**src/rtl/lcd_pkg.sv**
```systemverilog
// lcd_pkg: sequencer states, DDRAM address commands and the {RS, RW, data} instruction layout.
package lcd_pkg;
    typedef enum logic [2:0] {ST_IDLE, ST_ADDR1, ST_CHAR, ST_ADDR2, ST_WAIT} lcd_state_t;
    localparam int RS_BIT = 9;
    localparam int RW_BIT = 8;
    localparam logic [9:0] CMD_DDRAM_LINE1 = 10'h080;
    localparam logic [9:0] CMD_DDRAM_LINE2 = 10'h0C0;
    function automatic logic [9:0] char_cmd(input logic [7:0] c);
        logic [9:0] w;
        w = {2'b00, c};
        w[RS_BIT] = 1'b1;
        w[RW_BIT] = 1'b0;
        return w;
    endfunction
endpackage

```
**src/rtl/lcd_char_buffer.sv**
```systemverilog
// lcd_char_buffer: 32x8 character store, one synchronous write port and one asynchronous read port.
module lcd_char_buffer #(
    parameter logic [7:0] BLANK_CHAR = 8'h20
) (
    input  logic       clk,
    input  logic       reset,
    input  logic       wr_en,
    input  logic [4:0] wr_addr,
    input  logic [7:0] wr_data,
    input  logic [4:0] rd_addr,
    output logic [7:0] rd_data
);
    logic [7:0] mem [32];
    always_ff @(posedge clk or negedge reset)
        if (!reset)
            for (int i = 0; i < 32; i++) mem[i] <= BLANK_CHAR;
        else if (wr_en)
            mem[wr_addr] <= wr_data;
    assign rd_data = mem[rd_addr];
endmodule

```
**src/rtl/lcd_text_sequencer.sv**
```systemverilog
// lcd_text_sequencer: streams the 2x16 character buffer to the LCD nibble transmitter,
// one instruction per request, then idles REFRESH_CYCLES cycles before the next frame.
module lcd_text_sequencer
    import lcd_pkg::*;
#(
    parameter int         REFRESH_CYCLES = 1_000_000,
    parameter logic [7:0] BLANK_CHAR     = 8'h20
) (
    input  logic       clk,
    input  logic       reset,
    input  logic       wr_en,
    input  logic [4:0] wr_addr,
    input  logic [7:0] wr_data,
    input  logic       init_done,
    input  logic       instr_fsm_done,
    output logic       instr_fsm_enable,
    output logic [9:0] instruction,
    output logic       frame_done
);
    localparam int CW = $clog2(REFRESH_CYCLES + 1);
    localparam logic [CW-1:0] CNT_LAST = CW'(REFRESH_CYCLES - 1);
    lcd_state_t state, state_d;
    logic [4:0] idx, idx_d;
    logic [CW-1:0] cnt, cnt_d;
    logic en_d, fd_d;
    logic [9:0] instr_d;
    logic [7:0] rd_data;
    lcd_char_buffer #(.BLANK_CHAR(BLANK_CHAR)) u_buf (
        .clk(clk), .reset(reset), .wr_en(wr_en), .wr_addr(wr_addr),
        .wr_data(wr_data), .rd_addr(idx), .rd_data(rd_data)
    );
    always_ff @(posedge clk or negedge reset)
        if (!reset) begin
            state <= ST_IDLE;
            idx <= '0;
            cnt <= '0;
            instr_fsm_enable <= 1'b0;
            instruction <= '0;
            frame_done <= 1'b0;
        end else begin
            state <= state_d;
            idx <= idx_d;
            cnt <= cnt_d;
            instr_fsm_enable <= en_d;
            instruction <= instr_d;
            frame_done <= fd_d;
        end
    // A request state with enable low is the mandatory gap cycle: load the instruction now.
    always_comb begin
        state_d = state;
        idx_d = idx;
        cnt_d = cnt;
        en_d = instr_fsm_enable;
        instr_d = instruction;
        fd_d = 1'b0;
        if (!init_done) begin
            state_d = ST_IDLE;
            idx_d = '0;
            cnt_d = '0;
            en_d = 1'b0;
        end else if (state == ST_IDLE || (state == ST_WAIT && cnt == CNT_LAST)) begin
            state_d = ST_ADDR1;
            idx_d = '0;
            cnt_d = '0;
            en_d = 1'b1;
            instr_d = CMD_DDRAM_LINE1;
        end else if (state == ST_WAIT) begin
            cnt_d = cnt + 1'b1;
        end else if (!instr_fsm_enable) begin
            en_d = 1'b1;
            instr_d = state == ST_ADDR1 ? CMD_DDRAM_LINE1 :
                      state == ST_ADDR2 ? CMD_DDRAM_LINE2 : char_cmd(rd_data);
        end else if (instr_fsm_done) begin
            en_d = 1'b0;
            state_d = (state == ST_ADDR1 || state == ST_ADDR2) ? ST_CHAR :
                      idx == 5'd15 ? ST_ADDR2 : idx == 5'd31 ? ST_WAIT : ST_CHAR;
            idx_d = state == ST_ADDR1 ? 5'd0 : state == ST_ADDR2 ? 5'd16 :
                    idx == 5'd15 ? idx : idx + 5'd1;
            fd_d = state == ST_CHAR && idx == 5'd31;
        end
    end
endmodule

```
**config.mk**
```make
export PLATFORM = sky130hd
export DESIGN_NAME = lcd_text_sequencer
export DESIGN_NICKNAME = d
export VERILOG_FILES = /design/src/rtl/lcd_pkg.sv /design/src/rtl/lcd_char_buffer.sv /design/src/rtl/lcd_text_sequencer.sv
export SDC_FILE = /design/constraint.sdc
export NUM_CORES = 1
export LEC_CHECK = 0
export ABC_AREA = 0
export CAP_MARGIN = 20
export CORE_MARGIN = 1
export CORE_UTILIZATION = 51
export DETAILED_ROUTE_END_ITERATION = 8
export HOLD_SLACK_MARGIN = 0.08
export MAX_ROUTING_LAYER = met4
export PLACE_DENSITY = 0.75
export SETUP_SLACK_MARGIN = 0.4
export SKIP_CTS_REPAIR_TIMING = 1
export SYNTH_ARGS = -nofsm -noshare
export SYNTH_HDL_FRONTEND = slang
export SYNTH_SLANG_ARGS = --single-unit
```
**constraint.sdc**
```tcl
create_clock -name clk -period 3 [get_ports clk]
set_input_delay 0.9 -clock clk [delete_from_list [all_inputs] [get_ports clk]]
set_output_delay 0.9 -clock clk [all_outputs]
set_load 0.005 [all_outputs]
```
# --- Yosys cells after proc, flatten, opt, wreduce, memory -nomap -nowiden ---
# Cells that the tools add are included.
# Widths: inputs -> output; s select.
op_classes:
  n_addsub: 2
  order_cmp: 3
  eq_ne: 14
  mux: 40
  bitwise_logic: 2
  n_reduce_logical: 9
op_table:
  columns: ["operator", "count"]
  rows:
  - ["$bwmux 256", 1]
  - ["$mux 20", 3]
  - ["$mux 10", 5]
  - ["$bmux 8 s5", 1]
  - ["$demux 8 s5", 1]
  - ["$mux 5", 8]
  - ["$mux 3", 8]
  - ["$mux 8", 3]
  - ["$add 20x1->20 const B", 1]
  - ["$eq 20x20->1 const B", 1]
  - ["$ge 6x6->1 const B", 2]
  - ["$not 5->6", 2]
  - ["$mux 1", 10]
  - ["$ne 3x1->1 const B", 3]
  - ["$eq 3x2->1 const B", 2]
  - ["$lt 6x1->1 const B", 1]
  - ["$reduce_and 3->1", 2]
  - ["$add 5x1->5 const B", 1]
  - ["$eq 5x4->1 const B", 1]
  - ["$eq 5x5->1 const B", 1]
  - ["$ne 5x5->1 const B", 1]
  - ["$reduce_and 4->1", 1]
  - ["$eq 3x1->1 const B", 1]
  - ["$eq 3x3->1 const B", 1]
  - ["other kinds (6)", 9]
totals:
  regBits: 296
  inputBits: 18
  output_inout_bits: 12
  wordCells: 108

# --- Depth between registers and ports, before layout ---
logic_depth:
  ltp_word: 9
  mapped_depth: 9
  mapped_depth_nobuf: 8

# --- By module ---
# Synthesis repeated with hierarchy kept, for this count alone.
unflattened:
  hier_cells: 935
  hier_area_um2: 13947.1
by_module_without_submodules:
  columns: ["module", "instances", "cells_per_inst", "area_each_um2", "seq_area_each_um2"]
  rows:
  - ["lcd_char_buffer", 1, 699, 11688.7, 6446.2]
  - ["lcd_text_sequencer", 1, 236, 2258.4, 975.9]

# --- Worst setup path before layout ---
# No wires, ideal clock.
synth_timing:
  kind: "in2reg"
  start: "input wr_addr[0]"
  end: "register u_buf.mem[136] (netlist bit)"
  setup_ns: 0.125
  t_arrival_ns: 2.219
  required_time_ns: 2.875
  path_slack_ns: 0.656
  cell_stages: 5
  path_buffers: 2
  path_cell_list: "clkbuf_1 -> or2_2 -> clkbuf_1 -> nor2_1 -> mux2_2"
synth_via:
  elab_chain_cells: 6
  elab_cells_between_ends: 7
  cone_classes: "order compare (2); mux (3); bitwise (1); reduce/logical (1)"
synth_rtl:
  columns: ["element", "line_no", "source"]
  rows:
  - ["start: declaration", "lcd_text_sequencer.sv:12", "input logic [4:0] wr_addr,"]
  - ["$not 5->6 (not written as such) (*)", "lcd_char_buffer.sv:18", "mem[wr_addr] <= wr_data;"]
  - ["$ge 6x6->1 (not written as such) or $lt 6x1->1 (tied branches)", "lcd_char_buffer.sv:18", null]
  - ["$logic_and 1x1->1 (not written as such)", "lcd_char_buffer.sv:18", null]
  - ["$mux 8 (not written as such)", "lcd_char_buffer.sv:18", null]
  - ["$demux 8 s5 (*)", "lcd_char_buffer.sv:18", null]
  - ["$bwmux 256 (*)", "lcd_char_buffer.sv:18", null]
  - ["end signal: indexed assignment", "lcd_char_buffer.sv:18", null]
  - ["end: declaration", "lcd_char_buffer.sv:13", "logic [7:0] mem [32];"]
# Every way passes the cells marked *; elsewhere a longest branch is shown, timed or not.
# A chain may end at the register's enable or synchronous reset.

# --- Final worst setup path ---
layout_timing:
  start: "register idx[0]"
  end: "register idx[3]"
layout_via:
  elab_chain_cells: 9
  elab_cells_between_ends: 12
  cone_classes: "add/sub (1); eq/ne (2); mux (8); reduce/logical (1)"
layout_rtl:
  columns: ["element", "line_no", "source"]
  rows:
  - ["start: declaration", "lcd_text_sequencer.sv:23", "logic [4:0] idx, idx_d;"]
  - ["start signal: assignment", "lcd_text_sequencer.sv:42", "idx <= idx_d;"]
  - ["$add 5x1->5", "lcd_text_sequencer.sv:78", "idx == 5'd15 ? idx : idx + 5'd1;"]
  - ["$mux 5", "lcd_text_sequencer.sv:78", null]
  - ["$mux 5 (2 in a row)", "lcd_text_sequencer.sv:77", "idx_d = state == ST_ADDR1 ? 5'd0 : state == ST_ADDR2 ? 5'd16 :"]
  - ["$mux 5", "lcd_text_sequencer.sv:73", "end else if (instr_fsm_done) begin"]
  - ["$mux 5", "lcd_text_sequencer.sv:69", "end else if (!instr_fsm_enable) begin"]
  - ["$mux 5", "lcd_text_sequencer.sv:67", "end else if (state == ST_WAIT) begin"]
  - ["$mux 5", "lcd_text_sequencer.sv:61", "end else if (state == ST_IDLE || (state == ST_WAIT && cnt == CNT_LAST)) begin"]
  - ["$mux 5", "lcd_text_sequencer.sv:56", "if (!init_done) begin"]
# Parallel ways exist; a longest one is shown, timed or not. The select of a mux whose other input is x is not followed.

==> flow_summary.json <==
{
  "cp_data_arrival_time_ps": 2990,
  "core_area_um2": 26300,
  "pwr-share-comb": 0.135,
  "hpwl_mm": 19.2,
  "synthXorXnorAreaFrac": 0.0121,
  "cts_tree": "done",
  "seqPwrFrac": 0.504,
  "p_switching_mw": 2.41,
  "period_minus_slack_ps": 2500,
  "clock-sinks": 295,
  "clockBufferDepth": 3,
  "layout.cells.most_common_list": "dfrtp_1, mux2_2, mux4_2",
  "tns_ps": 0,
  "synth_nets": 988,
  "netlist_instances": 966,
  "rows": 59,
  "grt_first_pass_wirelength_mm": 49.6,
  "clock_latency_ps": 570,
  "crit_path_start_kind": "flop",
  "grt_max_degree": 77,
  "synth_edf_count": 0,
  "nets": 1039,
  "fmax_mhz": 399,
  "finalHoldViolCount": 0,
  "htree_levels": 1,
  "status": "complete, but fails checks",
  "via_count": 8260,
  "violations": "design-rule violations",
  "required_ps": 3480,
  "max_slew_margin": 0.629,
  "fin_skew_ps": 13.3,
  "cts_root_buffer": "clkbuf_16",
  "synth_top_family_by_area": "multiplexers",
  "p_sw_frac": 0.239,
  "vias_per_cell": 6.00,
  "synth_area_um2": 13800,
  "path_clk_slew_ps": 60,
  "p_per_area_nw_per_um2": 642,
  "die_area_um2": 27700,
  "wl_mm": 30.8,
  "start_util": 0.524,
  "synth-seq-area-share": 0.539,
  "leakage_nw": 6.71,
  "p_clk_frac": 0.361,
  "grt_pass1_vias": 8674,
  "io_buffers": 28,
  "final_core_util": 0.596,
  "drt_first_pass_iters": 7,
  "route.detailed.drc": 2,
  "die_x_um": 166,
  "area_delta_synth_final_pct": 13.7,
  "synth_area_per_cell_um2": 14.3,
  "muxShareOfSynthArea": 0.323,
  "wire_per_inst_um": 22.4,
  "numCtsBuffers": 31,
  "total_power_mw": 10.1,
  "internal-power_mw": 7.65,
  "yosys_most_used_dff": "dfrtp_1",
  "grt_usage": 0.238,
  "synthArstFlopShare": 1.00,
  "critPathKind": "reg -> reg",
  "gp_congestion": 0.855,
  "cp_max_fo": 9,
  "setup_viol": 0,
  "io_pins": 30,
  "worstSetupStartpoint": "idx[0]",
  "die_y_um": 166,
  "worstMarginPinSlew_ps": 542,
  "layout-drive-gt1-share": 0.425,
  "period_share": 0.835,
  "min_path_type": "in -> async",
  "synth_warnings": 0,
  "cp-end-kind": "flop",
  "n_antenna_cell": 0,
  "grt_overflow_total": 0,
  "mostFrequentLayoutCell": "dfrtp_1",
  "ys_types": 60,
  "ant_nets": 0,
  "drv_cap": 0,
  "drv_slew": 0,
  "ys_ff_latch": 295,
  "synthAdderAreaFrac": 0.00364,
  "synth-compound-area-share": 0.0332,
  "vdd_drop_max_v": 0.000481,
  "rsz0062_at_grt": "true",
  "reg2reg_from": "idx[0]",
  "yosys.area_share.simple": 0.0664,
  "first_iter_violations": 512,
  "antenna_found_initial": 0
}
==> critical path: stages, from the launching register on <==
cell	delay (ps)
dfrtp_4	530
ha_1	250
and3_1	200
ha_1	220
nor2b_1	140
o22ai_1	220
nand2_2	170
or4_1	530
a21oi_1	160
==> worst paths after layout <==
check | to | slack, ps | depth (start not counted)
worst max-delay path | idx[3] | 500 | 8
worst min-delay path | u_buf.mem[249] | 250 | 1
worst max register to register | idx[3] | 500 | 8
worst min register to register | instruction[9] | 480 | 1
max in group asynchronous | u_buf.mem[173] | 1980 | 2
min in group clk | instruction[9] | 480 | 1
==> area by class of cell <==
| cell class | count | area, um2 |
|---|---|---|
| fill | 2006 | 10600 |
| sequential | 295 | 7430 |
| multi-input combinational | 603 | 6050 |
| clock buffer | 51 | 931 |
| timing repair buffer | 82 | 778 |
| tap | 335 | 419 |
| clock inverter | 6 | 36.3 |
| inverter | 4 | 15.0 |
==> stage by stage <==
stage	hold slack (ps)	worst slack (ps)	area [um2]	std cells
2_1_floorplan	453	656	13800	966
3_3_place_gp	465	180	14700	1318
3_5_place_dp	473	117	14700	1318
4_1_cts	252	446	15600	1375
5_1_grt	278	371	15700	1376
6_report	251	496	15700	1376
==> cells by family after synthesis <==
| kind of cell | Yosys count |
|---|---|
| flops | 295 |
| compound gates | 68 |
| other cells | 1 |
| mux | 335 |
| simple gates | 176 |
| buf+inv | 68 |
| xor+xnor | 19 |
| fa+ha+maj | 4 |
==> synthesized netlist by cell type, types with 9 or more instances <==
master / number / share of area
a21oi_1: 15 / 0.0055
buf_2: 9 / 0.0033
clkbuf_1: 46 / 0.013
dfrtp_1: 263 / 0.48
dfstp_2: 32 / 0.061
mux2_1: 29 / 0.024
mux2_2: 239 / 0.20
mux4_2: 61 / 0.10
nand2_1: 43 / 0.012
nand3_1: 9 / 0.0033
nor2_1: 42 / 0.011
nor2b_1: 9 / 0.0041
nor3_1: 10 / 0.0036
nor3b_1: 10 / 0.0055
o21ai_0: 12 / 0.0044
xnor2_1: 11 / 0.0070
==> power groups by stage <==
stage / clock network, mW / registers, mW / logic, mW
final: 3.63 / 5.07 / 1.36
after global routing: 3.85 / 5.15 / 1.48
after CTS: 3.70 / 5.06 / 1.37
after detailed placement: 0 / 5.12 / 1.36
after global placement: 0 / 5.08 / 1.31
after floorplan: 0 / 4.99 / 1.02
==> state kept, by name, indices dropped and copies added, names as in the netlist <==
signal,flops
cnt,20
instr_fsm_enable,1
instruction,9
u_buf.mem,256
state,3
idx,5
frame_done,1
==> routing by layer <==
metal  global-route usage  vias to the layer above  share of wire
met5                    -                        -              0
met4               0.0773                        0          0.032
met3               0.0360                       65          0.051
met2                0.363                      210           0.48
met1                0.328                     4317           0.44
li1                     -                     3668              -
(Power assumes the default switching activity.)
